**config.mk**
```make
export PLATFORM = sky130hd
export DESIGN_NAME = addr_latch_decoder
export DESIGN_NICKNAME = d
export VERILOG_FILES = /design/src/rtl/addr_latch_decoder.sv
export SDC_FILE = /design/constraint.sdc
export NUM_CORES = 1
export LEC_CHECK = 0
export ABC_AREA = 1
export CORE_ASPECT_RATIO = 1.4
export CORE_MARGIN = 2
export CORE_UTILIZATION = 50
export DETAILED_ROUTE_END_ITERATION = 7
export GPL_TIMING_DRIVEN = 0
export PLACE_DENSITY_LB_ADDON = 0.25
export SLEW_MARGIN = 30
export SYNTH_ARGS = -nofsm -noshare
export SYNTH_HDL_FRONTEND = slang
export SYNTH_SLANG_ARGS = --single-unit
```
**constraint.sdc**
```tcl
create_clock -name _CLK -period 1.9 [get_ports _CLK]
set_input_delay 0.57 -clock _CLK [delete_from_list [all_inputs] [get_ports _CLK]]
set_output_delay 0.57 -clock _CLK [all_outputs]
set_load 0.01 [all_outputs]
```
**src/rtl/addr_latch_decoder.sv**
```systemverilog
// addr_latch_decoder
//   Multi-channel clocked address decoder. Every channel has 2**ADDR_W
//   registered output lines selected by one shared address. Per-channel
//   active-low strobes qualify a write. A global mode selects one of:
//   addressable latch, demultiplexer, timed one-shot pulse, or clear.
//
// Parameters
//   ADDR_W    : address width, N = 2**ADDR_W lines per channel (1..5)
//   CHANNELS  : number of independent channels (1..8)
//   PULSE_LEN : one-shot high time in clock cycles (1..255)
//
// Ports
//   _CLK   in  1            clock, rising edge
//   _RESET in  1            synchronous active-high reset
//   _A     in  ADDR_W       shared line address
//   _D     in  CHANNELS     data bit per channel
//   _G     in  CHANNELS     active-low strobe per channel
//   _MODE  in  2            00 latch, 01 demux, 10 pulse, 11 clear
//   _Q     out CHANNELS*N   registered lines, channel c line a at c*N+a
//   _BUSY  out CHANNELS     one-shot running per channel
module addr_latch_decoder #(
  parameter int ADDR_W    = 2,
  parameter int CHANNELS  = 2,
  parameter int PULSE_LEN = 4
) (
  input  logic                             _CLK,
  input  logic                             _RESET,
  input  logic [ADDR_W-1:0]                _A,
  input  logic [CHANNELS-1:0]              _D,
  input  logic [CHANNELS-1:0]              _G,
  input  logic [1:0]                       _MODE,
  output logic [CHANNELS*(2**ADDR_W)-1:0]  _Q,
  output logic [CHANNELS-1:0]              _BUSY
);

  localparam int N     = 2 ** ADDR_W;
  localparam int CNT_W = $clog2(PULSE_LEN + 1);
  localparam logic [CNT_W-1:0] CNT_LOAD = CNT_W'(PULSE_LEN);
  localparam logic [CNT_W-1:0] CNT_ONE  = CNT_W'(1);

  typedef enum logic [1:0] {
    MODE_LATCH = 2'b00,
    MODE_DEMUX = 2'b01,
    MODE_PULSE = 2'b10,
    MODE_CLEAR = 2'b11
  } mode_e;

  logic [CHANNELS*N-1:0]            q_r;
  logic [CHANNELS*N-1:0]            q_nxt_s;
  logic [CHANNELS-1:0]              busy_r;
  logic [CHANNELS-1:0]              busy_nxt_s;
  logic [CHANNELS-1:0][CNT_W-1:0]   cnt_r;
  logic [CHANNELS-1:0][CNT_W-1:0]   cnt_nxt_s;
  // Previous strobe level; 0 after reset so a strobe held low through
  // reset release is not mistaken for a fresh edge.
  logic [CHANNELS-1:0]              hist_r;
  logic [N-1:0]                     sel_s;
  mode_e                            mode_s;

  assign _Q    = q_r;
  assign _BUSY = busy_r;

  // Next-state computation for all channels' lines, counters and busy flags.
  always_comb begin
    q_nxt_s    = q_r;
    busy_nxt_s = busy_r;
    cnt_nxt_s  = cnt_r;
    sel_s      = {{(N-1){1'b0}}, 1'b1} << _A;
    mode_s     = mode_e'(_MODE);
    for (int c = 0; c < CHANNELS; c++) begin
      case (mode_s)
        MODE_LATCH: begin
          // Leaving pulse mode aborts the timer but keeps the line level.
          cnt_nxt_s[c]  = '0;
          busy_nxt_s[c] = 1'b0;
          if (!_G[c]) begin
            q_nxt_s[c*N + int'(_A)] = _D[c];
          end else begin
            q_nxt_s[c*N +: N] = q_r[c*N +: N];
          end
        end
        MODE_DEMUX: begin
          cnt_nxt_s[c]  = '0;
          busy_nxt_s[c] = 1'b0;
          if (!_G[c]) begin
            q_nxt_s[c*N +: N] = sel_s & {N{_D[c]}};
          end else begin
            q_nxt_s[c*N +: N] = q_r[c*N +: N];
          end
        end
        MODE_PULSE: begin
          if (!_G[c] && hist_r[c]) begin
            // Fresh edge (also a retrigger): move the pulse to the new
            // line in one step so there is neither gap nor overlap.
            q_nxt_s[c*N +: N] = sel_s;
            cnt_nxt_s[c]      = CNT_LOAD;
            busy_nxt_s[c]     = 1'b1;
          end else if (cnt_r[c] != '0) begin
            cnt_nxt_s[c] = cnt_r[c] - CNT_ONE;
            if (cnt_r[c] == CNT_ONE) begin
              // Only the pulsed line can be high here: the edge cleared
              // the rest and nothing else writes in pulse mode.
              q_nxt_s[c*N +: N] = '0;
              busy_nxt_s[c]     = 1'b0;
            end else begin
              busy_nxt_s[c] = 1'b1;
            end
          end else begin
            cnt_nxt_s[c] = '0;
          end
        end
        MODE_CLEAR: begin
          q_nxt_s[c*N +: N] = '0;
          cnt_nxt_s[c]      = '0;
          busy_nxt_s[c]     = 1'b0;
        end
        default: begin
          q_nxt_s[c*N +: N] = '0;
          cnt_nxt_s[c]      = '0;
          busy_nxt_s[c]     = 1'b0;
        end
      endcase
    end
  end

  // State registers with synchronous reset; history always tracks the strobe.
  always_ff @(posedge _CLK) begin
    if (_RESET) begin
      q_r    <= '0;
      busy_r <= '0;
      cnt_r  <= '0;
      hist_r <= '0;
    end else begin
      q_r    <= q_nxt_s;
      busy_r <= busy_nxt_s;
      cnt_r  <= cnt_nxt_s;
      hist_r <= _G;
    end
  end

endmodule

```
; Yosys cells after proc, flatten, opt, wreduce, memory -nomap -nowiden
; Index checks and enable logic that the tools add are counted.
[classes]
n_addsub = 3
reduce_logical = 11
bitwise_logic = 2
n_mux = 36
eq_ne = 9
order_cmp = 4
shift = 1
[ops]
columns = cell, n
row1 = $mux W4, 14
row2 = $pmux W4 S4, 2
row3 = $bwmux W8, 2
row4 = $mux W3, 4
row5 = $pmux W3 S2, 2
row6 = $and A4 B4 Y4, 2
row7 = $mux W1, 8
row8 = $eq A3 B1 Y1 const B, 2
row9 = $ne A3 B3 Y1 const B, 2
row10 = $reduce_bool A3 Y1, 2
row11 = $sub A3 B1 Y3 const B, 2
row12 = $add A3 B2 Y4 const A, 1
row13 = $eq A2 B2 Y1 const B, 2
row14 = $ge A4 B1 Y1 const B, 1
row15 = $logic_and A1 B1 Y1, 4
row16 = $lt A2 B4 Y1 const B, 1
row17 = $lt A4 B4 Y1 const B, 1
row18 = $ne A2 B2 Y1 const B, 2
row19 = $pmux W1 S2, 2
row20 = $shl A1 B2 Y4 const A, 1
row21 = $demux W1 S3, 1
row22 = $reduce_or A3 Y1, 1
row23 = $demux W1 S2, 1
row24 = $eq A2 B1 Y1 const B, 1
row25 = other kinds (4), 5
[totals]
elab_cells = 73
regBits = 18
output_inout_bits = 10
inputBits = 10

; Depth between registers and ports, before layout
[depth]
depth_word = 11
mapped_depth = 10

; Least setup slack after synthesis
; Ideal clock, no wire load.
[synth_path]
path_kind = input to register
start = in _MODE[0]
end = reg with a tool-made name
setup_slack_ns = 0.358
arrival_time_ns = 1.422
required_ns = 1.781
path_stages = 8
path_cell_list = inv_1 -> ha_1 -> nor2_4 -> nor2_4 -> a21oi_1 -> nand2_1 -> nor2_1 -> a21oi_1
[synth_rtl]
columns = item, line
row1 = "start, declared", 31  ; input logic [1:0] _MODE,

==> results.toml <==
[cells_and_area]
finalNetCount = 188
layout_common_cells = "nand2_1 (26), nand3_1 (19), inv_1 (18), dfxtp_1 (18), clkdlybuf4s50_1 (18)"
drive_gt1_frac = 0.185
antenna_cells = 0
seq_area_um2 = 360
fill_cells = 183
stdcell_count = 189
multi_input_area_um2 = 603
layout_commonest_cell = "nand2_1"
area_delta_synth_final_pct = 24.0

[worst_setup_path]
r2r-start = "cnt_r[0]"
timing.critical_path.slowest_cell_delay_ns = 0.54
cp_top_family = "buffers and inverters"
r2r_setup_slack_ns = 0.53
worstSetupStartpointType = "register"
reg2regPathDepth = 10
slowest_stage = "clkdlybuf4s50_1"
cp.arrival_ns = 1.21
crit_chain = "clkdlybuf4s50_1"
cp-end-kind = "output port"
required_ns = 1.33
critical_path_buf_inv_count = 1
critPathKind = "reg2out"
worstPathMaxFanout = 3

[synth]
synth_adder_area_share = 0.106
synthCells = 145
ys.warnings.count = 0
synth_mux_area_frac = 0
synth_top_family_by_area = "simple AND/OR/NAND/NOR gates"
syn_area_per_cell_um2 = 7.36
synth_fp_nets = 164
yosys.area_share.xor_xnor = 0
syn-cell-area_um2 = 1070
yosys.area_share.simple = 0.318
synth_compound_area_frac = 0.136
ys_seq_area_frac = 0.338
ys_seq_elements = 18
synth_cell_types = 22

[job]
cap_violations = 0

[placement]
gp_congestion = 0.841
port_buffers = 18
post-dp-hpwl_um = 1780
placed_cells = 184

[clock_tree]
cts_buffer_depth = 2
cts_htree_levels = 1
cts.sinks = 18
numCtsBuffers = 3
cts.clk_slew.worst_paths_ns = 0.10
root_buffer = "clkbuf_4"
cts_tree = "done"
cts_hold_buf = 0
worstSkewPairLatency_ns = 0.30

[power_and_ir_drop]
ir_drop_uv = 466
internal_power_w = 0.000564
clkPwrFrac = 0.311
sequentialPowerShare = 0.508
total_leakage_power_nw = 0.568
switchingPower_w = 0.000208
cellPowerDensity_nw_per_um2 = 583
sw_frac_of_total = 0.269
comb_power_share = 0.181
total_power_w = 0.000771

[timing]
rsz0062_at_grt = "no"
clock_skew_ns = 0.00924
maxSlewHeadroom = 0.835
finalCritPeriodShare = 0.936
setup_viol = 0
fmax_ghz = 0.562
period_minus_slack_ns = 1.78
finalHoldViolations = 0
worst_slew_pin_slew_ns = 0.247
maxSlewViolCount = 0

[grt]
grt_pass1_wl_um = 3920
grt_antenna_before_repair = 0
track_usage = 0.199
grt_overflow = 0
grt_start_max_net_pins = 11
grt_pass1_vias = 981

[die]
pin_count = 20
die_y_um = 58.7
start_util = 0.534
design.core.area_um2 = 2000
dieArea_um2 = 2530
rows = 19
die_w_um = 43.0

[detailed_routing]
vias_per_cell = 5.28
routed_wl_um = 2170
drt_iter0_markers = 23
drc = 0
firstDrtPassIters = 4
via_count = 998
drt-wirelength-per-cell_um = 11.5
final_antenna_net_count = 0

[min_path]
hold_depth = 1
hold_start = "cnt_r[3]"
hold_end = "cnt_r[3]"
hold_class = "reg2reg"

[run_status]
status = "completed"
## metrics by stage
step	setup WS [ns]	hold slack [ns]	utilization	setup TNS, ns	cell area [µm²]
3_5_place_dp	-0.282	0.450	0.638	-1.66	1270
3_3_place_gp	-0.235	0.444	0.638	-1.35	1270
4_1_cts	0.0260	0.467	0.656	0	1310
6_report	0.121	0.459	0.663	0	1320
5_1_grt	0.0372	0.497	0.663	0	1320
2_1_floorplan	0.358	0.428	-	0	1070
## synthesized netlist by cell type
library cell	number	area (µm²)
o21ai_0	5	25.0
nand4_1	2	12.5
o31ai_1	2	15.0
a21oi_1	8	40.0
nand3_1	19	95.1
or2_2	2	12.5
nor2_1	7	26.3
nor4_1	4	25.0
a21oi_2	4	35.0
inv_1	18	67.6
nor2_4	3	33.8
buf_6	1	11.3
dfxtp_1	18	360
ha_1	9	113
buf_2	1	5.00
nand3b_1	1	7.51
nand2_2	3	18.8
inv_2	7	26.3
o21ai_2	2	17.5
nand2_1	26	97.6
a31oi_1	2	12.5
nand3_2	1	10.0
## what timing repair did
item,CTS,global route
endpoints found under the setup margin,0,6
gates resized for setup,0,2
setup buffers,0,1
## worst max-delay path by stage
| stage | to | depth (start not counted) | start |
|---|---|---|---|
| global route | register | 9 | _MODE[1] |
| CTS | register | 9 | _MODE[0] |
| finish | _Q[3] | 1 | register |
| global placement | register | 9 | _MODE[0] |
| detailed placement | register | 9 | _MODE[0] |
| floorplan | register | 8 | _MODE[0] |
## area by class of cell
cell class,count,area share
buffer,2,0.0123
clock buffer,4,0.0274
inverter,25,0.0709
multi-input combinational,100,0.456
sequential,18,0.272
tap,21,0.0198
timing repair buffer,19,0.142
## routing by layer
| metal | wire (µm) | track usage | share of wire | vias to the layer above |
|---|---|---|---|---|
| li1 | - | - | - | 527 |
| met1 | 901 | 0.229 | 0.42 | 452 |
| met2 | 1190 | 0.374 | 0.55 | 15 |
| met3 | 52 | 0.0184 | 0.024 | 4 |
| met4 | 31 | 0.0779 | 0.014 | 0 |
| met5 | 0 | 0 | 0 | - |
## power by group through the flow
stage | clock [W] | combinational, W | sequential (W)
after floorplan | 0 | 0.0000846 | 0.000403
after global placement | 0 | 0.000133 | 0.000401
after detailed placement | 0 | 0.000135 | 0.000401
after CTS | 0.000247 | 0.000136 | 0.000392
after global routing | 0.000259 | 0.000157 | 0.000394
final | 0.000240 | 0.000139 | 0.000392
## cell families (layout without fill, tap and decap cells)
kind of cell	after synthesis	after routing
adders and majority gates	9	9
and+or+nand+nor	68	68
AOI/OAI and AO/OA	23	23
buffers and inverters	27	50
DFF	18	18
Power figures use the tool's default switching activity.
